--- src/rtl/cla_seq_adder_ctrl.sv ---
// Nibble-serial WIDTH-bit adder/subtractor that reuses one 4-bit CLA, one nibble per clock.
// Optional signed-overflow output is enabled by defining CLA_SEQ_ADDER_OVF_EN.

module cla_4bit (
    input  logic [3:0] a_i,
    input  logic [3:0] b_i,
    input  logic       cin_i,
    output logic [3:0] sum_o,
    output logic       cout_o
);
    logic [3:0] p, g;
    logic [4:0] c;

    assign p    = a_i ^ b_i;
    assign g    = a_i & b_i;
    assign c[0] = cin_i;
    assign c[1] = g[0] | (p[0] & c[0]);
    assign c[2] = g[1] | (p[1] & g[0]) | (p[1] & p[0] & c[0]);
    assign c[3] = g[2] | (p[2] & g[1]) | (p[2] & p[1] & g[0]) | (p[2] & p[1] & p[0] & c[0]);
    assign c[4] = g[3] | (p[3] & g[2]) | (p[3] & p[2] & g[1]) | (p[3] & p[2] & p[1] & g[0])
                | (p[3] & p[2] & p[1] & p[0] & c[0]);

    assign sum_o  = p ^ c[3:0];
    assign cout_o = c[4];
endmodule

module cla_seq_adder_ctrl #(
    parameter int NIBBLES = 4
) (
    input  logic                 clk,
    input  logic                 rst,
    input  logic                 start,
    input  logic                 sub,
    input  logic                 cin,
    input  logic [4*NIBBLES-1:0] a,
    input  logic [4*NIBBLES-1:0] b,
    output logic                 busy,
    output logic                 done,
    output logic [4*NIBBLES-1:0] sum,
    output logic                 cout
`ifdef CLA_SEQ_ADDER_OVF_EN
   ,output logic                 ovf
`endif
);
    localparam int WIDTH = 4 * NIBBLES;
    localparam int IDX_W = (NIBBLES > 1) ? $clog2(NIBBLES) : 1;

    typedef enum logic [1:0] {IDLE, RUN, DONE} state_t;

    state_t             state_q;
    logic [WIDTH-1:0]   a_q, b_q, sum_q;
    logic               sub_q, carry_q, busy_q, done_q;
    logic [IDX_W-1:0]   idx_q;

    logic [3:0]         a_nib, b_nib, cla_sum;
    logic               cla_cout, last_nib;

    // Subtraction is a + ~b + 1; the +1 comes from the carry register loaded at start.
    assign a_nib    = a_q[4*idx_q +: 4];
    assign b_nib    = sub_q ? ~b_q[4*idx_q +: 4] : b_q[4*idx_q +: 4];
    assign last_nib = (idx_q == IDX_W'(NIBBLES - 1));

    cla_4bit u_cla (
        .a_i    (a_nib),
        .b_i    (b_nib),
        .cin_i  (carry_q),
        .sum_o  (cla_sum),
        .cout_o (cla_cout)
    );

`ifdef CLA_SEQ_ADDER_OVF_EN
    logic ovf_q, msb_cin;
    // Carry into the MSB recovered from the sum bit: s = a ^ b ^ cin.
    assign msb_cin = a_nib[3] ^ b_nib[3] ^ cla_sum[3];

    always_ff @(posedge clk) begin
        if (rst) begin
            ovf_q <= 1'b0;
        end else if (state_q == IDLE && start) begin
            ovf_q <= 1'b0;
        end else if (state_q == RUN && last_nib) begin
            ovf_q <= msb_cin ^ cla_cout;
        end
    end

    assign ovf = ovf_q;
`endif

    // NOTE: all state uses non-blocking assignments so every register samples pre-edge values.
    always_ff @(posedge clk) begin
        if (rst) begin
            state_q <= IDLE;
            a_q     <= '0;
            b_q     <= '0;
            sum_q   <= '0;
            sub_q   <= 1'b0;
            carry_q <= 1'b0;
            busy_q  <= 1'b0;
            done_q  <= 1'b0;
            idx_q   <= '0;
        end else begin
            unique case (state_q)
                IDLE: begin
                    if (start) begin
                        state_q <= RUN;
                        a_q     <= a;
                        b_q     <= b;
                        sub_q   <= sub;
                        carry_q <= sub ? 1'b1 : cin;
                        idx_q   <= '0;
                        sum_q   <= '0;
                        busy_q  <= 1'b1;
                    end
                end
                RUN: begin
                    sum_q[4*idx_q +: 4] <= cla_sum;
                    carry_q             <= cla_cout;
                    if (last_nib) begin
                        state_q <= DONE;
                        idx_q   <= '0;
                        busy_q  <= 1'b0;
                        done_q  <= 1'b1;
                    end else begin
                        idx_q   <= idx_q + 1'b1;
                    end
                end
                DONE: begin
                    state_q <= IDLE;
                    done_q  <= 1'b0;
                end
                default: state_q <= IDLE;
            endcase
        end
    end

    assign busy = busy_q;
    assign done = done_q;
    assign sum  = sum_q;
    assign cout = carry_q;
endmodule

--- config.mk ---
export PLATFORM = sky130hd
export DESIGN_NAME = cla_seq_adder_ctrl
export DESIGN_NICKNAME = d
export VERILOG_FILES = /design/src/rtl/cla_seq_adder_ctrl.sv
export SDC_FILE = /design/constraint.sdc
export NUM_CORES = 1
export LEC_CHECK = 0
export CAP_MARGIN = 10
export CORE_ASPECT_RATIO = 1.75
export CORE_MARGIN = 3
export CORE_UTILIZATION = 40
export CTS_CLUSTER_SIZE = 16
export DETAILED_ROUTE_END_ITERATION = 12
export GPL_ROUTABILITY_DRIVEN = 0
export GPL_TIMING_DRIVEN = 0
export HOLD_SLACK_MARGIN = 0.05
export PLACE_DENSITY = 0.75
export SYNTH_ARGS = -nofsm -noshare
export SYNTH_HDL_FRONTEND = slang
export SYNTH_HIERARCHICAL = 1
export SYNTH_SLANG_ARGS = --single-unit
--- constraint.sdc ---
create_clock -name clk -period 2.55 [get_ports clk]
set_clock_uncertainty 0.15 [all_clocks]
set_input_delay 0.51 -clock clk [delete_from_list [all_inputs] [get_ports clk]]
set_output_delay 0.51 -clock clk [all_outputs]
set_load 0.01 [all_outputs]
==> impl_metrics.sql, run 1 <==
INSERT INTO impl_metrics (metric_group, metric, value, unit) VALUES
('outcome', 'status', 'finished with violations', ''),
('outcome', 'violations', 'negative setup slack', ''),
('place', 'hpwl', '4650', 'um'),
('sta', 'fin_crit_sh', '1.02', ''),
('sta', 'maxSlewHeadroom', '0.636', ''),
('synth', 'synth.avg_cell_area', '9.42', 'um2'),
('setup_path', 'path_max_fanout', '8', ''),
('clocking', 'cts_htree_levels', '2', ''),
('clocking', 'cts.sink_count', '56', ''),
('synth', 'synth_nets', '315', ''),
('layout', 'area.growth.synth_to_final', '34.0', '%'),
('synth', 'synth-edff-count', '0', ''),
('route', 'vias_per_cell', '5.11', ''),
('synth', 'synthTopCellsByCount', '69 x nand2_1, 56 x dfxtp_1, 40 x a21oi_1', ''),
('setup_path', 'crit_family', 'compound AO/OA/AOI/OAI gates', ''),
('route', 'detailroute.wirelength.met3', '213', 'um'),
('synth', 'yosysWarnings', '6', ''),
('synth', 'ys_types', '34', ''),
('synth', 'netlist_instances', '267', ''),
('synth', 'synth_top_cell_by_area', 'dfxtp_1', ''),
('route', 'wire_length_the_detailed_router_placed_on_met1', '2240', 'um'),
('place', 'port_buffer_cells', '54', ''),
('layout', 'layout.nets', '385', ''),
('route', 'wl', '6080', 'um'),
('power', 'p_leak', '0.00135', 'uW'),
('setup_path', 'cell_chain_critical_path', 'buf_12 > mux4_2 > xor2_2 > ha_1 > a21o_1 > a31o_1 > a21o_1 > nand2_1 > o21ai_1 > a21o_1', ''),
('setup_path', 'r2r_cells', '10', ''),
('synth', 'synth-async-reset-ratio', '0', ''),
('die', 'coreArea', '5970', 'um2'),
('sta', 'setup_viol', '6', ''),
('global_route', 'first_global_vias', '2110', ''),
('die', 'start_util', '0.421', ''),
('route', 'number_of_violations_reported_at_the_end_of_detailed_routing_iteration_0', '100', ''),
('layout', 'drive_gt1_frac', '0.148', ''),
('global_route', 'grt_overflow', '0', ''),
('setup_path', 'timing.critical_path.buf_inv', '1', ''),
('route', 'routedWlPerCell', '14.6', 'um'),
('setup_path', 'worstPathArrival', '2660', 'ps'),
('clocking', 'cts.clk_slew.worst_paths', '100', 'ps'),
('die', 'overall_die_height', '111', 'um'),
('sta', 'rsz0062_at_grt', 'true', ''),
('setup_path', 'timing.critical_path.from_type', 'register', ''),
('setup_path', 'endpoint_kind', 'register', ''),
('clocking', 'clk_path_buf_depth', '2', ''),
('layout', 'stdcell_count', '416', ''),
('sta', 'clock.fmax', '0.384', 'GHz'),
('sta', 'timing.final.ws_setup', '-53.3', 'ps'),
('power', 'vdd_ir_drop_max', '0.000222', 'V'),
('min_path', 'min_path_type', 'reg2reg', ''),
('route', 'maxUsedRoutingLayer', 'met4', ''),
('synth', 'synth.most_common_cell', 'nand2_1', ''),
('power', 'power_density', '532', 'nW/um2'),
('route', 'met2RoutedLength', '3420', 'um'),
('clocking', 'cts_made_buffers', '5', ''),
('die', 'die_w', '65.9', 'um'),
('sta', 'report.final.slew_viol_count', '0', ''),
('synth', 'syn-cell-area', '2510', 'um2'),
('global_route', 'global_route_wire_length_before_repair', '9760', 'um'),
('synth', 'synth_top_flop_cell', 'dfxtp_1', ''),
('clocking', 'cts_tree', 'yes', ''),
('sta', 'hold_violations', '0', ''),
('clocking', 'ctsRootBufferMaster', 'clkbuf_8', ''),
('min_path', 'whs_path_depth', '2', ''),
('synth', 'yosysSeqAreaShare', '0.446', ''),
('sta', 'sum_of_negative_setup_slack', '-108', 'ps'),
('setup_path', 'category_of_the_critical_setup_timing_path', 'reg2reg', ''),
('clocking', 'post_cts_hold_buffer_count', '0', ''),
('place', 'place_inst', '399', ''),
('die', 'placement_rows', '37', ''),
('global_route', 'grt_antenna_before_repair', '0', ''),
('route', 'drtAntennaViolNets', '0', '');
worst min-delay path: cells and delay by family (launching register included):
kind             cells  cell delay [ps]
AND/OR/NAND/NOR      1               50
AO/OA/AOI/OAI        1               50
flip-flops           1              320
placed cells by master, fill, tap and decap left out, types with 8 or more instances in the layout:
cell and n:
nand2_1 69, dfxtp_1 55, clkdlybuf4s50_1 54, a21oi_1 40, a22o_1 16, buf_2 9, ha_1 9, buf_4 9
inv_1 8, mux4_2 8
final timing paths:
check	slack (ps)	startpoint	end
worst max-delay path	-50	idx_q[0]$_SDFFE_PP0P_	cout$_SDFFE_PP0P_
worst min-delay path	310	a_q[12]$_SDFFE_PP0P_	a_q[12]$_SDFFE_PP0P_
worst min register to register	310	a_q[12]$_SDFFE_PP0P_	a_q[12]$_SDFFE_PP0P_
worst max register to register	-50	idx_q[0]$_SDFFE_PP0P_	cout$_SDFFE_PP0P_
routing by layer:
metal / GRT usage / up-vias
li1: - / 1063
met4: 0.0706 / 0
met2: 0.330 / 52
met3: 0.0264 / 12
met5: 0 / -
met1: 0.176 / 998
logic make-up (layout without fill, tap and decap cells):
| kind of cell | count (synthesis) | after routing | share of synthesized area |
|---|---|---|---|
| simple gates | 85 | 85 | 0.161 |
| xor+xnor | 7 | 7 | 0.0244 |
| compound gates | 69 | 69 | 0.171 |
| flops | 56 | 56 | 0.446 |
| fa+ha+maj | 11 | 11 | 0.0577 |
| buf+inv | 26 | 97 | 0.0468 |
| mux | 13 | 13 | 0.0935 |
sequential cells by signal (all words and copies together), names as in the netlist, 2 cells and up:
name and flops:
a_q 16, b_q 16, idx_q 2, state_q 2, sum 16
metrics by stage:
stage / worst slack (ps) / utilization / total power (uW) / area, um2 / hold WS [ps]
detailed placement: -236 / 0.530 / 1270 / 3170 / 297
global placement: -212 / 0.530 / 1270 / 3170 / 290
CTS: -73.8 / 0.559 / 1790 / 3340 / 310
finish: -53.3 / 0.564 / 1790 / 3370 / 309
global route: -118 / 0.564 / 1860 / 3370 / 330
floorplan: 17.1 / - / 1140 / 2530 / 283
layout make-up:
class | instances | area, um2
repair buffers | 63 | 608
clock inverters | 1 | 7.51
clock buffers | 7 | 86.3
inverters | 8 | 30.0
fillers | 509 | 2600
flip-flops and latches | 56 | 1120
multi-input cells | 185 | 1310
plain buffers | 18 | 106
well taps | 78 | 97.6
power breakdown:
part / leakage [uW] / total [uW] / internal [uW] / switching [uW]
Sequential: 0.000458 / 935 / 913 / 21.8
Combinational: 0.000843 / 353 / 179 / 174
Clock: 0.0000445 / 503 / 221 / 281
Total: 0.00135 / 1790 / 1310 / 478
repair_timing:
| action | CTS | global route |
|---|---|---|
| setup endpoints to repair | 13 | 13 |
| cloned | 0 | 0 |
| buffers inserted | 6 | 3 |
| gates resized for setup | 6 | 2 |
| pin swaps | 4 | 2 |
| endpoints found under the hold margin | 0 | 0 |
Power figures use the tool's default switching activity.
==> run 2: changes to the inputs <==
--- a/config.mk
+++ b/config.mk
@@ -9,12 +9,13 @@
 export CORE_ASPECT_RATIO = 1.75
 export CORE_MARGIN = 3
 export CORE_UTILIZATION = 40
-export CTS_CLUSTER_SIZE = 16
+export CTS_CLUSTER_SIZE = 25
 export DETAILED_ROUTE_END_ITERATION = 12
 export GPL_ROUTABILITY_DRIVEN = 0
 export GPL_TIMING_DRIVEN = 0
 export HOLD_SLACK_MARGIN = 0.05
-export PLACE_DENSITY = 0.75
+export PLACE_DENSITY = 0.68
+export RECOVER_POWER = 25
 export SYNTH_ARGS = -nofsm -noshare
 export SYNTH_HDL_FRONTEND = slang
 export SYNTH_HIERARCHICAL = 1
==> run 2 against run 1 <==
- the run now ends clean
- critical path depth down 4
- wire length is 0.77% higher
- global-route usage up 0.34 points
- core utilization grew 0.29 points
- sequential power barely moved
- sequential cell count is the same
- sequential share of layout area decreased by 0.14 points
- worst setup slack better by 56 ps
- die area unchanged
- critical path type unchanged
- largest power group unchanged
==> impl_metrics.sql, run 2 (synthesis gave the netlist of run 1 again) <==
INSERT INTO impl_metrics (metric_group, metric, value, unit) VALUES
('layout', 'layout.cells.most_common_list', '69 x nand2_1, 54 x dfxtp_1, 46 x clkdlybuf4s50_1', ''),
('route', 'number_of_violations_reported_at_the_end_of_detailed_routing_iteration_0', '99', ''),
('die', 'coreArea', '5970', 'um2'),
('layout', 'final_core_util', '0.567', ''),
('clocking', 'cts.clk_slew.worst_paths', '100', 'ps'),
('route', 'routedWlPerCell', '14.8', 'um'),
('power', 'power_density', '566', 'nW/um2'),
('route', 'vias_per_cell', '5.13', ''),
('power', 'pwr-share-comb', '0.183', ''),
('sta', 'hold_violations', '0', ''),
('global_route', 'first_global_vias', '2151', ''),
('route', 'drt_pre_antenna_iters', '4', ''),
('clocking', 'cts_tree', 'yes', ''),
('place', 'port_buffer_cells', '54', ''),
('global_route', 'globalRouteTotalUtil', '0.176', ''),
('sta', 'clock.fmax', '0.393', 'GHz'),
('layout', 'area.growth.synth_to_final', '34.7', '%'),
('clocking', 'ctsRootBufferMaster', 'clkbuf_8', ''),
('layout', 'layout.nets', '384', ''),
('setup_path', 'cell_chain_critical_path', 'mux4_2 > xor2_2 > inv_1 > fa_1 > xnor2_1 > a22o_1', ''),
('power', 'vdd_ir_drop_max', '0.000339', 'V'),
('min_path', 'min_path_type', 'reg2reg', ''),
('power', 'internal-power', '1430', 'uW'),
('layout', 'drive_gt1_frac', '0.145', ''),
('layout', 'post-route-cell-area', '3390', 'um2'),
('global_route', 'grt_overflow', '0', ''),
('die', 'top_level_ports', '56', ''),
('die', 'die_area', '7310', 'um2'),
('die', 'die_w', '65.9', 'um'),
('global_route', 'grt_max_degree', '17', ''),
('sta', 'rsz0062_at_grt', 'true', ''),
('setup_path', 'crit_required', '2660', 'ps'),
('sta', 'worst_pin_slew', '517', 'ps'),
('setup_path', 'timing.critical_path.from_type', 'register', ''),
('sta', 'report.final.slew_viol_count', '0', ''),
('die', 'placement_rows', '37', ''),
('power', 'sequentialPowerShare', '0.488', ''),
('setup_path', 'crit_path_top_delay_cell', 'mux4_2', ''),
('clocking', 'worst_skew_pair.late_latency', '320', 'ps'),
('place', 'hpwl', '4540', 'um'),
('setup_path', 'endpoint_kind', 'register', ''),
('sta', 'fin_crit_sh', '0.999', ''),
('power', 'clkPwrFrac', '0.329', ''),
('layout', 'stdcell_count', '415', ''),
('setup_path', 'category_of_the_critical_setup_timing_path', 'reg2reg', ''),
('clocking', 'cts.sink_count', '56', ''),
('global_route', 'global_route_wire_length_before_repair', '9940', 'um'),
('route', 'drtAntennaViolNets', '0', ''),
('place', 'placedInstanceArea', '3170', 'um2'),
('layout', 'mostFrequentLayoutCell', 'nand2_1', ''),
('power', 'p_leak', '0.00138', 'uW'),
('layout', 'fill_cells', '537', ''),
('global_route', 'grt_antenna_before_repair', '0', ''),
('sta', 'timing.final.crit_period', '2550', 'ps'),
('setup_path', 'worstPathArrival', '2660', 'ps'),
('setup_path', 'path_max_fanout', '6', ''),
('clocking', 'cts_made_buffers', '5', ''),
('setup_path', 'cp_slowest_stage_delay', '560', 'ps'),
('clocking', 'clk_path_buf_depth', '2', ''),
('sta', 'maxSlewHeadroom', '0.653', ''),
('setup_path', 'timing.critical_path.buf_inv', '1', ''),
('die', 'start_util', '0.421', ''),
('sta', 'setup_viol', '0', ''),
('route', 'routed-via-count', '2131', ''),
('setup_path', 'crit_family', 'XOR/XNOR gates', ''),
('outcome', 'status', 'completed', ''),
('layout', 'sequential_cell_area', '1130', 'um2'),
('clocking', 'cts_htree_levels', '2', ''),
('place', 'place_inst', '399', ''),
('route', 'drt_drc_violations_left', '0', ''),
('layout', 'multiInputGateArea', '1300', 'um2'),
('run', 'drv.max_cap_violation_count', '0', ''),
('power', 'power.net_switching', '484', 'uW'),
('layout', 'n_antenna_cell', '0', ''),
('route', 'wl', '6120', 'um'),
('die', 'overall_die_height', '111', 'um'),
('power', 'switching_share', '0.252', '');
==> run 2: layout make-up <==
cell class / instances / area share
multi-input cells: 185 / 0.383
repair buffers: 63 / 0.182
plain buffers: 17 / 0.0266
well taps: 78 / 0.0288
inverters: 8 / 0.00887
clock inverters: 1 / 0.00887
clock buffers: 7 / 0.0284
flip-flops and latches: 56 / 0.332
==> run 2: final timing paths <==
kind	from	to	slack, ps	depth (start not counted)
max	idx_q[0]$_SDFFE_PP0P_	sum[9]$_SDFFE_PP0P_	3	6
min	a_q[6]$_SDFFE_PP0P_	a_q[6]$_SDFFE_PP0P_	310	2
max reg2reg	idx_q[0]$_SDFFE_PP0P_	sum[9]$_SDFFE_PP0P_	3	6
min reg2reg	a_q[6]$_SDFFE_PP0P_	a_q[6]$_SDFFE_PP0P_	310	2
==> run 2: metal layers <==
layer,GRT usage,wire (um),up-vias
met5,0,0,-
met3,0.0274,222,11
met2,0.338,3390,55
met4,0.0611,116,0
li1,-,-,1060
met1,0.184,2400,1005
==> run 2: power by group through the flow <==
stage	sequential, uW	combinational [uW]	clock, uW
2_1_floorplan	952	192	0
3_3_place_gp	955	316	0
3_5_place_dp	956	320	0
4_1_cts	935	349	639
5_1_grt	941	380	662
6_report	937	351	631
==> run 2: worst reg2reg max path, cell delays in order (launching register included) <==
cell and delay [ps]:
dfxtp_4 420, mux4_2 560, xor2_2 200, inv_1 90, fa_1 410, xnor2_1 450
a22o_1 220
==> run 2: repair_timing <==
item,in CTS,in global routing
buffers inserted,6,3
hold buffers,0,0
setup endpoints to repair,13,13
cloned,0,0
resized for setup,6,3
pin swaps,6,3
==> run 2: stage by stage <==
stage | hold WS [ps] | setup slack, ps | power [uW] | setup TNS, ps
final | 310 | 3.16 | 1920 | 0
after global routing | 332 | -72.2 | 1980 | -413
after CTS | 309 | -76.1 | 1920 | -342
after detailed placement | 297 | -243 | 1280 | -2030
after global placement | 289 | -258 | 1270 | -2090
after floorplan | 283 | 17.1 | 1140 | 0
